===== config.mk =====
export PLATFORM = sky130hd
export DESIGN_NAME = mic_word_fifo
export DESIGN_NICKNAME = d
export VERILOG_FILES = /design/src/rtl/mic_word_fifo.sv
export SDC_FILE = /design/constraint.sdc
export NUM_CORES = 1
export LEC_CHECK = 0
export ABC_AREA = 1
export CAP_MARGIN = 20
export CORE_MARGIN = 3
export CORE_UTILIZATION = 54
export CTS_CLUSTER_DIAMETER = 30
export DETAILED_ROUTE_END_ITERATION = 16
export PLACE_DENSITY_LB_ADDON = 0.25
export SYNTH_ARGS = -nofsm -noshare
export SYNTH_HDL_FRONTEND = slang
export SYNTH_SLANG_ARGS = --single-unit

===== constraint.sdc =====
create_clock -name clk -period 3.3 [get_ports clk]
set_input_delay 0.66 -clock clk [delete_from_list [all_inputs] [get_ports clk]]
set_output_delay 0.66 -clock clk [all_outputs]
set_load 0.03 [all_outputs]

===== src/rtl/mic_word_fifo.sv =====
// mic_word_fifo: buffers packed mu-law words from the microphone stage
// for the monitor transmitter. Upstream uses a valid/registered-acknowledge
// handshake; downstream uses valid/ready. Two saturating counters record
// back-pressure episodes and reads attempted while empty.
module mic_word_fifo #(
    parameter int DEPTH = 4,
    parameter int CNT_W = 8
) (
    input  logic                     clk,
    input  logic                     rst_n,
    input  logic [31:0]              mic_data,
    input  logic                     mic_data_valid,
    output logic                     mic_data_retrieved,
    input  logic                     flush,
    output logic [31:0]              tx_data,
    output logic                     tx_valid,
    input  logic                     tx_ready,
    output logic [$clog2(DEPTH):0]   level,
    output logic [CNT_W-1:0]         overflow_count,
    output logic [CNT_W-1:0]         underrun_count
);

    localparam int AW = $clog2(DEPTH);
    localparam int LW = AW + 1;

    logic [31:0]    mem_q [DEPTH];
    logic [AW-1:0]  wr_ptr_q, wr_ptr_d;
    logic [AW-1:0]  rd_ptr_q, rd_ptr_d;
    logic [LW-1:0]  level_q, level_d;
    logic           ack_q, ack_d;
    logic           ovf_cond_q, ovf_cond_d;
    logic [CNT_W-1:0] ovf_cnt_q, ovf_cnt_d;
    logic [CNT_W-1:0] und_cnt_q, und_cnt_d;

    logic full, empty, accept, pop;

    // Handshake decisions and next-state for pointers, level and counters.
    // Full is judged on the level before this cycle's pop, so a pop never
    // opens room for a push in the same cycle. The ack guard stops a second
    // capture while upstream is still dropping valid.
    always_comb begin
        full       = (level_q == LW'(DEPTH));
        empty      = (level_q == '0);
        accept     = mic_data_valid && !full && !ack_q && !flush;
        pop        = !empty && tx_ready && !flush;
        ovf_cond_d = mic_data_valid && full;

        wr_ptr_d = wr_ptr_q;
        rd_ptr_d = rd_ptr_q;
        level_d  = level_q;
        ack_d    = accept;
        ovf_cnt_d = ovf_cnt_q;
        und_cnt_d = und_cnt_q;

        if (flush) begin
            wr_ptr_d = '0;
            rd_ptr_d = '0;
            level_d  = '0;
        end else begin
            if (accept) wr_ptr_d = wr_ptr_q + AW'(1);
            if (pop)    rd_ptr_d = rd_ptr_q + AW'(1);
            level_d = level_q + LW'(accept) - LW'(pop);
        end

        // One count per back-pressure episode: only the rising edge of the condition.
        if (ovf_cond_d && !ovf_cond_q && (ovf_cnt_q != '1))
            ovf_cnt_d = ovf_cnt_q + CNT_W'(1);
        if (tx_ready && empty && !flush && (und_cnt_q != '1))
            und_cnt_d = und_cnt_q + CNT_W'(1);
    end

    // Control state register with synchronous active-low reset.
    always_ff @(posedge clk) begin
        if (!rst_n) begin
            wr_ptr_q   <= '0;
            rd_ptr_q   <= '0;
            level_q    <= '0;
            ack_q      <= 1'b0;
            ovf_cond_q <= 1'b0;
            ovf_cnt_q  <= '0;
            und_cnt_q  <= '0;
        end else begin
            wr_ptr_q   <= wr_ptr_d;
            rd_ptr_q   <= rd_ptr_d;
            level_q    <= level_d;
            ack_q      <= ack_d;
            ovf_cond_q <= ovf_cond_d;
            ovf_cnt_q  <= ovf_cnt_d;
            und_cnt_q  <= und_cnt_d;
        end
    end

    // Word storage; contents are don't-care until written, so no reset.
    always_ff @(posedge clk) begin
        if (rst_n && accept)
            mem_q[wr_ptr_q] <= mic_data;
    end

    // Head word is masked to zero when empty so stale storage never shows.
    always_comb begin
        tx_valid           = !empty;
        tx_data            = empty ? 32'h0 : mem_q[rd_ptr_q];
        mic_data_retrieved = ack_q;
        level              = level_q;
        overflow_count     = ovf_cnt_q;
        underrun_count     = und_cnt_q;
    end

endmodule


==> results of run 1 <==
[registers in the layout (all words and copies together) (netlist names), named ones only]
signal and flops:
level 3, mem_q 128, mic_data_retrieved 1, overflow_count 8, ovf_cond_q 1, rd_ptr_q 2
underrun_count 8, wr_ptr_q 2
[routing by layer]
layer	vias to the layer above	global-route usage	part of all wire
met3	7	0.0548	0.057
met5	-	0	0
li1	2240	-	-
met2	111	0.359	0.52
met4	0	0.0814	0.0073
met1	2159	0.256	0.42
[layout make-up]
type                       instances  area share
sequential                       155       0.542
multi-input combinational        385       0.226
timing repair buffer             103       0.122
clock buffer                      21      0.0581
tap                              143      0.0221
inverter                          40      0.0186
clock inverter                    11      0.0118
[logic make-up (layout without fill, tap and decap cells)]
kind of cell    Yosys count  after routing  synth area share
compound gates          112            112            0.0866
xor+xnor                  4              4           0.00541
fa+ha+maj                 9              9            0.0186
buf+inv                  64            175            0.0456
flops                   155            155             0.677
simple gates            260            260             0.167
[worst max-delay path by stage]
stage | to | cells past startpoint | slack (ns)
after floorplan | mem_q[0][0] | 5 | 0.45
after global routing | tx_data[0] | 6 | 0.33
final | tx_data[21] | 6 | 0.50
after detailed placement | level[2] | 11 | 0.51
after CTS | tx_data[15] | 5 | 0.43
after global placement | level[2] | 10 | 0.62
[power breakdown]
part	switching (µW)	internal [µW]	total, µW
clock network	723	1090	1810
logic	170	111	281
registers	14.9	2140	2160
[synthesized netlist by cell type (6+ instances only)]
cell      count
nor2_1      178
edfxtp_1    128
o21ai_0      70
nand2_1      51
a21oi_1      36
inv_1        36
dfxtp_1      27
nand3_1      14
buf_2         8
clkbuf_1      8
ha_1          8
o21ai_1       6
[placed cells by master (no fill, tap or decap), drive strengths merged, types with 3 or more instances in the layout]
cell           count
nand2             56
nand4              4
clkinv             6
clkinvlp           5
xor2               3
nand3             15
o21ai             76
nor2             184
clkbuf            21
edfxtp           128
inv               39
a21oi             36
buf               46
clkdlybuf4s50     57
ha                 8
dfxtp             27
[critical path: stages, from the launching register on]
cell and delay [ns]:
dfxtp_2 0.33, buf_4 0.52, nor2_1 0.12, nor2_1 0.11, o21ai_0 0.10, a21oi_1 0.34
buf_12 0.17
[stage by stage]
stage	total power (µW)	hold slack, ns	utilization	cell area (µm²)
finish	4250	0.514	0.700	8090
global route	4380	0.561	0.700	8090
CTS	4280	0.512	0.697	8060
detailed placement	2480	0.475	0.648	7500
global placement	2470	0.487	0.648	7500
floorplan	2340	0.450	-	6470
==> impl_results.md, run 1 <==
- Final net count: 748
- IO Port Bufs: just under 90
- Netlist cell types: 27
- GRT Util Overall: 0.210
- Hold Path Depth: 2
- Gpl congestion: 0.839
- Clock Sinks: 155
- Antenna cells: 0
- Vias after detailed routing: 4517
- Routed wire length: 13400 µm
- Leak pwr: 0.00298 µW
- R2r worst-path depth: 10
- Post-synth top area cell: edfxtp_1
- Die width: 116 µm
- Kind of critical path: reg2out
- CTS Buffer Depth: 2
- Maximum vdd drop: 0.391 mV
- Filler instances: about 800
- Max Clock Skew: just over 0.007 ns
- Final Max Tran Viols: 0
- CTS tree: built
- Layout area overhead: 25.0%
- Die Ht: 116 µm
- Crit-path max FO: 64
- Worst Path Arrival: roughly 2.1 ns
- Register area share after synthesis: 0.677
- Residual DRC: 0
- Post-CTS setup buffers: 0
- Drt wl/cell: between 15 and 20 µm
- Ys Warns: 0
- Final cycle utilization of the critical path: 0.848
- PwrDens: 525 nW/µm²
- Non-filler cells in the finished layout: 858
- Root Buffer: clkbuf_16
- I/O pins: 90
- Min Tclk post-route: roughly 2.8 ns
- Synth Register Bits: between 150 and 200
- Worst hold start: rd_ptr_q[0]
- Ranking of synthesized cells by area: edfxtp_1 59%, nor2_1 10%, dfxtp_1 8.3%
- Clock buffer count from CTS: 17
- Syn_nets: 650
- Std-Cell Rows: 39
- Die area: 13300 µm²
- Min-Delay Path Class: reg2reg
- Share of cells above drive strength 1: 0.134
- Iter 0 DRT Violations: 256
- Hold Vio Cnt, Final: 0
- Reg-to-reg slack, setup: about 1.3 ns
- Detailed Place HPWL: 8530 µm
- Achievable Freq: 358 MHz
- Initial antenna violation count: 0
- Gr ovfl total: 0
- Area fraction of the dominant cell type after synthesis: 0.594
- Setup crit end kind: primary output
- Drt first pass iters: 5
- Antenna Violating Nets Remaining: 0
- Post-cts repair resize count: 0
- Setup-failing EPs final: 0
- Setup TNS: 0 ns
- RSZ-0062 raised after global routing: no
- Slew HR: 0.543
- Post-Syn Area per Cell: 10.7 µm²
- Status: finished, final reports clean
- Hold-fix buffer count after cts: 0
- Initial Utilization: 0.560
- Critical Path Start Type: register
- Clock H-tree levels: 4
- First-pass GRT wire length: 21300 µm
- Placed cell count: 825
- Multi-input logic area: 1830 µm²
- Post-synth EDFFs: 128
- Largest net degree at the start of global routing: 65
- Worst Path Required: 2.64 ns
- Worst Tran Pin Value: 0.685 ns
- Post-Syn Area: 6470 µm²
- Core area: roughly 12000 µm²
- Worst-Skew Late Latency: between 0.4 and 0.5 ns
- R2r endpoint: level[2]
- RR Startpoint: level[1]
- Syn Inst Count: 604
- Top FF cell, synth: edfxtp_1
- Via density: roughly 5.3
- Setup ws final: 0.503 ns
- Number of global-route vias before repair: 4544
- Asr flop ratio synth: 0
- Setup Slack @ Placement: around 0.51 ns
- Maxcap violations: 0
- Seq. cell area: 4390 µm²
- Clk slew on worst S/H paths: 0.06 ns
Note: power is estimated with default switching activity, not from simulation.
==> inputs of run 2 (changes only) <==
--- a/config.mk
+++ b/config.mk
@@ -8,7 +8,7 @@
 export ABC_AREA = 1
 export CAP_MARGIN = 20
 export CORE_MARGIN = 3
-export CORE_UTILIZATION = 54
+export CORE_UTILIZATION = 49
 export CTS_CLUSTER_DIAMETER = 30
 export DETAILED_ROUTE_END_ITERATION = 16
 export PLACE_DENSITY_LB_ADDON = 0.25
==> constraint.sdc (replaced) <==
create_clock -name clk -period 2.49 [get_ports clk]
set_input_delay 0.498 -clock clk [delete_from_list [all_inputs] [get_ports clk]]
set_output_delay 0.498 -clock clk [all_outputs]
set_load 0.03 [all_outputs]
==> impl_results.md, run 2 (synthesized netlist as in run 1, its figures left out) <==
- GRT Util Overall: 0.194 (-0.0159)
- Antenna Violating Nets Remaining: 0 (unchanged)
- Commonest cells after routing, fill and taps aside: 174 x nor2_1, 128 x edfxtp_1, 70 x o21ai_0
- Clock Sinks: 155 (unchanged)
- Filler instances: 995 (+21%)
- Commonest non-fill, non-tap cell in the layout: nor2_1
- CTS Buffer Depth: 2 (unchanged)
- Maximum vdd drop: 0.451 mV (+15%)
- Seq. cell area: 4390 µm² (about the same)
- Setup Slack @ Placement: -0.0584 ns (-0.570 ns)
- Leak pwr: 0.00301 µW (+1.2%)
- Max reg flops: 128 (unchanged)
- Number of global-route vias before repair: 4486 (-1.3%)
- Worst-Skew Late Latency: 0.42 ns (about the same)
- Die width: 121 µm (+4.7%)
- Antenna cells: 0 (unchanged)
- Slew HR: 0.693 (+0.151)
- I/O pins: 90 (unchanged)
- Initial Utilization: 0.507 (-0.0530)
- Kind of critical path: reg2out
- Setup-failing EPs final: 0 (unchanged)
- Gpl congestion: 0.834 (-0.58%)
- Maxcap violations: 0 (unchanged)
- Drt first pass iters: 4 (-1)
- Clock buffer count from CTS: 17 (unchanged)
- Residual DRC: 0 (unchanged)
- Std-Cell Rows: 41 (+5.1%)
- Die area: 14600 µm² (+9.7%)
- Worst Tran Pin Value: 0.459 ns (-0.226 ns)
- Min-Delay Path Class: reg2reg
- Root Buffer: clkbuf_16
- Worst Path Required: 1.99 ns (-0.65 ns)
- Placed instance area: 7600 µm² (+1.4%)
- PwrDens: 717 nW/µm² (+36%)
- Final cycle utilization of the critical path: 0.937
- Status: finished, final reports clean
- Layout area overhead: 27.3%
- Design Area, Final: 8240 µm² (+1.8%)
- Critical Path Start Type: register
- CP max stage delay: 0.35 ns (-0.17 ns)
- Core area: 12800 µm² (+10%)
- RSZ-0062 raised after global routing: no
- Achievable Freq: 429 MHz
- Multi-input logic area: 1830 µm² (+0.21%)
- Crit-path slowest cell: buf_4
- Max Clock Skew: 0.00532 ns (-0.00174 ns)
- Via density: 5.07 (-3.7%)
- Hold WS: 0.508 ns (-0.00579 ns)
- Gr ovfl total: 0 (unchanged)
- Share of cells above drive strength 1: 0.136 (+0.00140)
- Hold Vio Cnt, Final: 0 (unchanged)
- CP dominant cell by count: buf_4
- Iter 0 DRT Violations: 340 (+33%)
- Worst Path Arrival: 1.84 ns (-0.30 ns)
- Clk slew on worst S/H paths: 0.06 ns (about the same)
- Routed wire length: 13400 µm (-0.11%)
- Die Ht: 121 µm (+4.7%)
- Detailed Place HPWL: 8570 µm (+0.44%)
- Post-layout util: 0.645 (-0.0545)
- Largest net degree at the start of global routing: 33 (-49%)
- Clock H-tree levels: 4 (unchanged)
- Crit-path max FO: 22 (-66%)
- CTS tree: built
- First-pass GRT wire length: 22100 µm (+3.9%)
- CP Cell Sequence: inv_1, buf_4, nor2_1, o21ai_0, a21oi_1, buf_4
- Final Max Tran Viols: 0 (unchanged)
- Drt wl/cell: 15.1 µm (-3.4%)
- IO Port Bufs: 89 (unchanged)
- Hold-fix buffer count after cts: 0 (unchanged)
- Setup crit end kind: primary output
- Min Tclk post-route: 2.33 ns
- Final net count: 748 (unchanged)
- Most flops, register: mem_q
- Setup ws final: 0.157 ns (-0.347 ns)
- Vias after detailed routing: 4495 (-0.49%)
- Initial antenna violation count: 1 (+1)
==> run 2: changes by cell type in the layout (fill, tap and decap cells not counted), moves of 3 or more <==
cell / change
buf_12: +5
clkbuf_8: -3
buf_4: -4
bufinv_16: +3
==> run 2: final timing paths <==
kind                from          end  slack [ns]  depth (start not counted)
max             register  tx_data[15]        0.16                          6
min          rd_ptr_q[0]     register        0.51                          2
max reg2reg     level[1]     level[2]        0.50                         10
min reg2reg  rd_ptr_q[0]     register        0.51                          2
==> run 2: critical path: cells and delay by family, from the launching register on <==
family	cells	cell delay, ns
AOI/OAI and AO/OA	2	0.21
buffers and inverters	3	0.82
DFF	1	0.31
and+or+nand+nor	1	0.09
==> run 2: what timing repair did <==
| action | CTS | global route |
|---|---|---|
| setup buffers | 0 | 0 |
| endpoints found under the setup margin | 10 | 11 |
| pin swaps | 0 | 0 |
| gates resized for setup | 1 | 4 |
==> run 2: power by group <==
| part | switching (µW) | leakage (µW) | total (µW) | internal, µW |
|---|---|---|---|---|
| Clock | 990 | 0.000295 | 2670 | 1680 |
| Sequential | 19.6 | 0.00138 | 2860 | 2840 |
| Combinational | 225 | 0.00134 | 377 | 151 |
==> run 2: through the flow <==
stage,std cells,total power (µW),TNS [ns]
after floorplan,604,3100,-26.64
after global placement,855,3280,0
after detailed placement,855,3290,-0.0725
after CTS,887,5950,0
after global routing,887,6110,0
final,887,5910,0
==> run 2: routing by layer <==
layer  vias to the layer above  GRT usage  part of all wire
li1                       2237          -                 -
met1                      2120      0.242              0.42
met2                       118      0.325              0.50
met3                        18     0.0536             0.059
met4                         2     0.0701             0.016
met5                         -          0           0.00097
==> run 2: cell type report <==
class | instances | area share
multi-input cells | 385 | 0.222
clock buffers | 18 | 0.0521
well taps | 172 | 0.0261
clock inverters | 14 | 0.0237
repair buffers | 103 | 0.125
inverters | 40 | 0.0188
flip-flops and latches | 155 | 0.532
